### config.mk
export PLATFORM = sky130hd
export DESIGN_NAME = gate1_rr_sched
export DESIGN_NICKNAME = d
export VERILOG_FILES = /design/src/rtl/gate1_rr_sched.sv
export SDC_FILE = /design/constraint.sdc
export NUM_CORES = 1
export LEC_CHECK = 0
export BUFFER_PORTS_ARGS = -buffer_cell sky130_fd_sc_hd__buf_2
export CAP_MARGIN = 15
export CORE_MARGIN = 8
export CORE_UTILIZATION = 46
export DETAILED_ROUTE_END_ITERATION = 8
export HOLD_SLACK_MARGIN = 0.06
export PLACE_DENSITY = 0.8
export SYNTH_ARGS = -nofsm -noshare
export SYNTH_HDL_FRONTEND = slang
export SYNTH_SLANG_ARGS = --single-unit
### constraint.sdc
create_clock -name clk -period 1.5 [get_ports clk]
set_input_delay 0.3 -clock clk [delete_from_list [all_inputs] [get_ports clk]]
set_output_delay 0.3 -clock clk [all_outputs]
set_load 0.02 [all_outputs]
### src/rtl/gate1_rr_sched.sv
// Round-robin scheduler sharing one inverting 4:1 mux cell (gate1) among four requesters.
// Each grant drives the cell, waits SETTLE cycles, returns ~o and flags a mismatch against the requester's bit.
module gate1_rr_sched #(
  parameter int SETTLE = 1,
  parameter int CW     = 4
) (
  input  logic       clk,
  input  logic       rst,
  input  logic [3:0] req,
  input  logic [3:0] din,
  input  logic       o,
  output logic       s0,
  output logic       s1,
  output logic       i0,
  output logic       i1,
  output logic       i2,
  output logic       i3,
  output logic [3:0] ack,
  output logic       dout,
  output logic       busy,
  output logic       err
);

  generate
    if ((SETTLE < 1) || (SETTLE > 15) || ((2 ** CW) <= SETTLE)) begin : g_bad_params
      $error("gate1_rr_sched: SETTLE must be 1..15 and fit in CW bits");
    end
  endgenerate

  typedef enum logic [1:0] {IDLE, DRIVE, DONE} state_t;

  state_t        state;
  logic [1:0]    ptr;
  logic [1:0]    sel;
  logic [1:0]    pick;
  logic          hit;
  logic          exp_bit;
  logic [CW-1:0] cnt;

  // First active requester at or after ptr, wrapping modulo 4.
  always_comb begin
    pick = '0;
    hit  = 1'b0;
    for (int i = 0; i < 4; i++) begin
      if (!hit && req[ptr + 2'(i)]) begin
        pick = ptr + 2'(i);
        hit  = 1'b1;
      end
    end
  end

  always_ff @(posedge clk) begin
    if (rst) begin
      state            <= IDLE;
      ptr              <= '0;
      sel              <= '0;
      exp_bit          <= 1'b0;
      cnt              <= '0;
      {s0, s1}         <= 2'b00;
      {i3, i2, i1, i0} <= 4'b0000;
      ack              <= 4'b0000;
      dout             <= 1'b0;
      busy             <= 1'b0;
      err              <= 1'b0;
    end else begin
      case (state)
        IDLE: begin
          if (hit) begin
            sel              <= pick;
            {s0, s1}         <= pick;
            {i3, i2, i1, i0} <= din;
            exp_bit          <= din[pick];
            cnt              <= CW'(SETTLE - 1);
            busy             <= 1'b1;
            state            <= DRIVE;
          end
        end
        DRIVE: begin
          // Cell inputs stay frozen; o is sampled once the settle window has elapsed.
          if (cnt != '0) begin
            cnt <= cnt - CW'(1);
          end else begin
            dout  <= ~o;
            ack   <= 4'b0001 << sel;
            err   <= (~o) != exp_bit;
            ptr   <= sel + 2'd1;
            state <= DONE;
          end
        end
        DONE: begin
          ack   <= 4'b0000;
          err   <= 1'b0;
          busy  <= 1'b0;
          state <= IDLE;
        end
        default: state <= IDLE;
      endcase
    end
  end

endmodule

### Word level (Yosys, flattened, before mapping)

Cells that the tools add are included.

* bits of input ports: 11
* logic and storage cells: 81
* memory bits (writable): 0
* bits in latches: 0
* ROM bits: 0
* output and inout bits: 13
* register bits: 24
* memories kept: 0

* multiply operators: 0
* $lt $le $gt $ge: 5
* bitwise gates (word level): 2
* shift-type cells: 1
* $add $sub $neg: 5
* eq/ne operators: 6
* reduce and logical (&&, ||, !) cells: 17
* divide/modulo/power cells: 0
* mux-type cells: 30

Operators by type and width (number)
* 4-bit one-hot mux with 2 select lines: 2
* 2-bit by 3-bit < comparator with 1-bit output (second input constant): 5
* 2-bit 2-to-1 mux: 6
* 4-bit 2-to-1 mux: 3
* 1-bit 2-to-1 mux: 11
* 1-bit binary-select mux with 2-bit select: 5
* 2-bit AND reduction: 5
* 2-bit != test (second input constant): 3
* 2-bit nonzero test: 3
* 2-bit by 1-bit adder with 2-bit output (second input constant): 2
* 2-bit adder (second input constant): 2
* 1-bit one-hot mux with 2 select lines: 2
* 2-bit one-hot mux with 2 select lines: 1
* 4-bit nonzero test: 1
* 1-bit by 2-bit left shift with 4-bit output (first input constant): 1
* 4-bit by 1-bit subtractor with 4-bit output (second input constant): 1
* 1-bit logical AND: 3
* 1-bit logical NOT: 3
* 3-bit AND reduction: 1
* 2-bit by 1-bit == test with 1-bit output (second input constant): 1
* 2-bit == test (second input constant): 1
* 2-bit logical NOT: 1
* 1-bit inverter: 2
* 1-bit != test: 1

### Depth between registers and ports, before layout

Gate-level depths: netlist of the first run.

* depth in word-level cells: 14
* gate-level depth with buffers: 7
* depth with buffers taken out: 7

### Worst setup path before layout of the first run

No wires, ideal clock.

* path type: reg-to-reg
* start: register cnt[0]
* end: register cnt[3]
* period minus slack after synthesis: 1.488 ns
* setup time: 0.145 ns
* cell stages (with the launch flop): 8
* data required time: 1.355 ns
* path buffers: 0
* slack: 0.012 ns
* arrival time: 1.343 ns
* cell sequence: dfxtp_1 inv_1 ha_1 or3b_2 nand2_1 nor4_1 xnor2_1 nor3_1

* longest elaborated chain between the ends: 3
* elaborated cells between the ends (all ways): 6
* those cells by class: add/sub (1); eq/ne (1); mux (2); reduce/logical (2)

RTL lines
* start, declared: line 38 `logic [CW-1:0] cnt;`
* start signal, assigned: line 73 `cnt <= CW'(SETTLE - 1);`
* start signal, assigned: line 81 `cnt <= cnt - CW'(1);`
* 4-bit by 1-bit subtractor with 4-bit output or 4-bit nonzero test (tied branches): line 81, 80
* 4-bit 2-to-1 mux or 2-bit != test (tied branches)
* 4-bit one-hot mux with 2 select lines or 3-bit AND reduction (tied branches)

Several ways; a longest one is shown, not always the timed one. The select of a mux whose other input is x is not followed.
A chain may end at the register's enable or synchronous reset.

### Worst setup path in the final report of the first run

Same ends and word-level chain as after synthesis.

==> results.toml, run 1 <==
[status]
status = "finished with violations"
violations = "setup timing"

[sta]
rsz0062_at_grt = "true"
hold_violations = 0
setup-violations-final = 1
slew_viol_final = 0
finalCritPeriodShare = 1.00
slew_headroom = 0.773
fmax_mhz = 663
skew_ns = 0.0126
min_period_ns = 1.51
worst_pin_slew_ns = 0.340
layout_setup_ws_ns = -0.00748

[setup_path]
slowest_delay_ns = 0.42
crit_chain = "inv_2 > ha_4 > or3b_4 > nand2_4 > nor4_4 > xnor2_1 > nor3_1"
path_buf_inv = 1
path_max_fanout = 3
timing.critical_path.slowest_stage_cell = "or3b_4"
cp.arrival_ns = 1.73
crit_path_start_kind = "register"
cp-end-kind = "register"
critPathTopFamily = "simple AND/OR/NAND/NOR gates"
crit_required_ns = 1.73
crit_type = "reg -> reg"

[detailed_routing]
drtIter0Drc = 44
postRouteAntennaNets = 0
vias = 979
drt-total-wl_um = 2570
viasPerCell = 5.18
drt_pre_antenna_iters = 4
drc = 0
avgRoutedWirePerCell_um = 13.6

[logic_synthesis]
ys_seq_elements = 22
yosysWarnings = 0
ys_seq_area_frac = 0.421
mappedNetlistNets = 145
syn_area_um2 = 1050
synth.distinct_cells = 26
netlist_instances = 128
avgSynthCellArea_um2 = 8.17

[cts]
cts_tree = "built"
cts_hold_buf = 0
cts_made_buffers = 3
cts_sinks = 22
clockBufferDepth = 2
cts-root-buf = "clkbuf_4"
cts_max_level = 1
worstSkewPairLatency_ns = 0.31
clk_pin_slew_ns = 0.12

[cells_and_area]
drive_gt1_frac = 0.323
diodes = 0
area_growth_pct = 29.7
design_area_um2 = 1360
final_cell_mix = "buf_2 (23), nand2_1 (20), a21oi_1 (19), dfxtp_1 (19), nor2_1 (16)"
layout_commonest_cell = "buf_2"
nNetsFinal = 179
fin_util = 0.619

[placed_design]
hpwl_um = 1840
io_buffers = 23
dp_slack_ns = -0.0544
post_dp_cell_area_um2 = 1240
gp_congestion = 0.773

[grt]
antenna_found_initial = 0
overflow = 0
grt_usage = 0.122
grt_pass1_vias = 959
grt_pass1_wl_um = 4090
grt_max_degree = 16

[die]
die_width_um = 63.7
coreArea_um2 = 2190
dieArea_um2 = 4060
ioPinCount = 24
fp.dieH_um = 63.7
rows = 17
start_util = 0.477

[power_and_ir_drop]
power.density_nw_per_um2 = 1020
p_leak_nw = 0.589
vdd_drop_max_v = 0.000642

[job]
cap_violations = 0

[worst_hold_path]
hold_path.class = "in -> reg"
-- logic make-up (layout without fill, tap and decap cells) --
logic type	after synthesis	count (layout)	share of synthesized area
simple gates	63	63	0.295
compound gates	23	23	0.122
flops	22	22	0.421
buf+inv	8	41	0.0359
fa+ha+maj	6	6	0.0718
xor+xnor	3	3	0.0251
mux	3	3	0.0287
-- where the power goes --
part / switching, mW / leakage, nW / internal, mW
clock: 0.172 / 0.0279 / 0.270
sequential: 0.0347 / 0.182 / 0.625
combinational: 0.170 / 0.380 / 0.116
-- state kept, by name (all words and copies together), names as in the netlist --
signal and flops:
ptr 2, s0 1, ack 4, cnt 4, i0 1, state 2, dout 1, busy 1
i1 1, err 1, i3 1, i2 1, sel 1, exp_bit 1
-- path summary, 6_finish.rpt --
check	depth (start not counted)	end	from	slack, ns
min reg2reg	2	i3	i3	0.47
max	7	cnt[3]	cnt[0]	-0.007
min	2	dout	o	0.19
max reg2reg	7	cnt[3]	cnt[0]	-0.007
-- cell type report --
cell class / instances / area [µm²]
Timing Repair Buffer: 32 / 183
Sequential cell: 22 / 447
Clock buffer: 3 / 22.5
Tap cell: 28 / 35.0
Inverter: 5 / 18.8
Multi-Input combinational cell: 98 / 621
Clock inverter: 1 / 30.0
Fill cell: 174 / 835
-- metal layers --
metal | share of wire | global-route usage | vias up
met2 | 0.55 | 0.232 | 17
li1 | - | - | 498
met1 | 0.38 | 0.120 | 456
met3 | 0.039 | 0.0371 | 8
met5 | 0 | 0 | -
met4 | 0.027 | 0.0474 | 0
-- stage by stage --
step	hold WS (ns)	TNS [ns]	std cells	power, mW
after CTS	0.179	0	188	1.39
after detailed placement	0.452	-0.104	184	0.949
final	0.194	-0.00748	189	1.39
after global placement	0.440	0	184	0.937
after global routing	0.177	-0.144	189	1.46
after floorplan	0.376	0	128	0.849
-- synth_stat cells --
cell | n | area (µm²)
xnor2_1 | 2 | 17.5
nand2b_1 | 5 | 31.3
nor2b_1 | 1 | 6.26
a211oi_1 | 1 | 7.51
ha_1 | 6 | 75.1
nor2_4 | 1 | 11.3
nand3b_1 | 1 | 7.51
nand2_1 | 22 | 82.6
nor2_1 | 17 | 63.8
or3b_2 | 1 | 8.76
o221ai_1 | 1 | 8.76
xor2_1 | 1 | 8.76
mux2i_1 | 3 | 30.0
nor3_1 | 4 | 20.0
dfxtp_1 | 22 | 440
inv_1 | 5 | 18.8
nand3_1 | 5 | 25.0
o21a_1 | 1 | 7.51
nor4_2 | 2 | 25.0
nor3b_1 | 2 | 15.0
or3_1 | 1 | 6.26
nor4_1 | 1 | 6.26
buf_6 | 1 | 11.3
a21oi_1 | 19 | 95.1
clkbuf_1 | 2 | 7.51
o22a_1 | 1 | 8.76
-- repair_timing --
item                       4_1_cts  5_1_grt
gates cloned                     0        0
resized for setup                3       14
hold endpoints to repair         0        0
buffers inserted                 0        1
setup endpoints to repair        5       12
pin swaps                        2        6
Power figures use the tool's default switching activity.
==> inputs of run 2 (changes only) <==
--- a/config.mk
+++ b/config.mk
@@ -12,6 +12,7 @@
 export DETAILED_ROUTE_END_ITERATION = 8
 export HOLD_SLACK_MARGIN = 0.06
 export PLACE_DENSITY = 0.8
+export SKIP_LAST_GASP = 1
 export SYNTH_ARGS = -nofsm -noshare
 export SYNTH_HDL_FRONTEND = slang
 export SYNTH_SLANG_ARGS = --single-unit
==> run 2 against run 1 <==
Net effect: the run still ends with setup timing left; largest cell class unchanged; sequential power about the same; utilization decreased by 0.11 points; combinational power about the same; first-iteration DRC count increased by 2.3%; global-route usage unchanged; highest routed layer unchanged; sequential cell count unchanged.
==> results.toml, run 2 (synthesis gave the netlist of run 1 again) <==
[status]
status = "finished with violations"
violations = "setup timing"

[detailed_routing]
wl_met2_um = 1410
vias = 981
postRouteAntennaNets = 0
met1_length_um = 996
avgRoutedWirePerCell_um = 13.6
drt-total-wl_um = 2560
highest_layer = "met4"
drt_pre_antenna_iters = 4
drtIter0Drc = 45
route.met3.wl_um = 93
viasPerCell = 5.19
drc = 0

[placed_design]
dp_slack_ns = -0.0544
io_buffers = 23
post_dp_cell_area_um2 = 1240
gp_congestion = 0.773
dp.cells = 184
hpwl_um = 1840

[cts]
worstSkewPairLatency_ns = 0.31
cts_tree = "built"
cts-root-buf = "clkbuf_4"
cts_sinks = 22
clockBufferDepth = 2
clk_pin_slew_ns = 0.12
cts_made_buffers = 3
cts_max_level = 1

[cells_and_area]
drive_gt1_frac = 0.317
stdcell_count = 189
multi_input_area_um2 = 618
nNetsFinal = 179
fillers = 173
largest_registers = "ack: 4 flops, cnt: 4 flops"
diodes = 0
layout_commonest_cell = "buf_2"
seq_area_um2 = 447
fin_util = 0.618
final_cell_mix = "buf_2 (23), nand2_1 (20), a21oi_1 (19), dfxtp_1 (19), nor2_1 (17)"
area_growth_pct = 29.4
design_area_um2 = 1350

[sta]
hold_violations = 0
slew_viol_final = 0
layout_setup_ws_ns = -0.00447
slew_headroom = 0.777
min_period_ns = 1.50
fmax_mhz = 665
finalCritPeriodShare = 1.00
finalSetupTns_ns = -0.00447
whs_ns = 0.189
rsz0062_at_grt = "true"
skew_ns = 0.0114
setup-violations-final = 1
worst_pin_slew_ns = 0.334

[grt]
grt_pass1_wl_um = 4090
grt_pass1_vias = 959
antenna_found_initial = 0
overflow = 0
grt_usage = 0.122
grt_max_degree = 16

[setup_path]
crit_type = "reg -> reg"
path_max_fanout = 3
crit_required_ns = 1.73
cp.arrival_ns = 1.73
crit_path_start_kind = "register"
cp-end-kind = "register"

[power_and_ir_drop]
power_frac_comb = 0.205
power_switching_uw = 378
vdd_drop_max_v = 0.000642
internal-power_mw = 1.01
p_seq_frac = 0.474
clockPowerShare = 0.320
p_leak_nw = 0.589
power.density_nw_per_um2 = 1030
p_total_mw = 1.39
switching_share = 0.272

[die]
fp.dieH_um = 63.7
start_util = 0.477
coreArea_um2 = 2190
rows = 17
ioPinCount = 24
die_width_um = 63.7
dieArea_um2 = 4060

[job]
cap_violations = 0

[worst_hold_path]
hold_path.class = "in -> reg"
-- run 2: cell counts in the layout (fill, tap and decap cells not counted) --
Identical to the previous run, type by type.
-- run 2: worst max-delay path: stages, from the launching register on --
cell	delay, ns
dfxtp_2	0.35
inv_2	0.08
ha_4	0.12
or3b_4	0.41
nand2_4	0.10
nor4_4	0.04
xnor2_1	0.14
nor3_1	0.18
-- run 2: timing repair --
action / CTS / global route
hold buffers: 0 / 0
gates resized for setup: 3 / 13
gates cloned: 0 / 0
endpoints found under the setup margin: 5 / 12
buffers inserted: 0 / 1
pin swaps: 2 / 5
-- run 2: path summary, 6_finish.rpt --
path / end / cells past startpoint / from / slack, ns
worst max-delay path: cnt[3] / 7 / cnt[0] / -0.004
worst min-delay path: dout / 2 / o / 0.19
worst max register to register: cnt[3] / 7 / cnt[0] / -0.004
worst min register to register: i3 / 2 / i3 / 0.47
-- run 2: power groups by stage --
stage / combinational (mW) / clock [mW] / sequential [mW]
after detailed placement: 0.278 / 0 / 0.671
after global routing: 0.318 / 0.472 / 0.664
after CTS: 0.280 / 0.453 / 0.659
after global placement: 0.269 / 0 / 0.668
final: 0.285 / 0.445 / 0.659
after floorplan: 0.150 / 0 / 0.700
-- run 2: routing by layer --
metal	global-route usage	up-vias
met4	0.0474	0
met5	0	-
met2	0.232	16
met1	0.120	458
met3	0.0371	8
li1	-	499
-- run 2: final cells by class --
type | count | area share
clock buffer | 3 | 0.0166
clock inverter | 1 | 0.0222
inverter | 5 | 0.0139
multi-input combinational | 98 | 0.457
sequential | 22 | 0.330
tap | 28 | 0.0259
timing repair buffer | 32 | 0.135
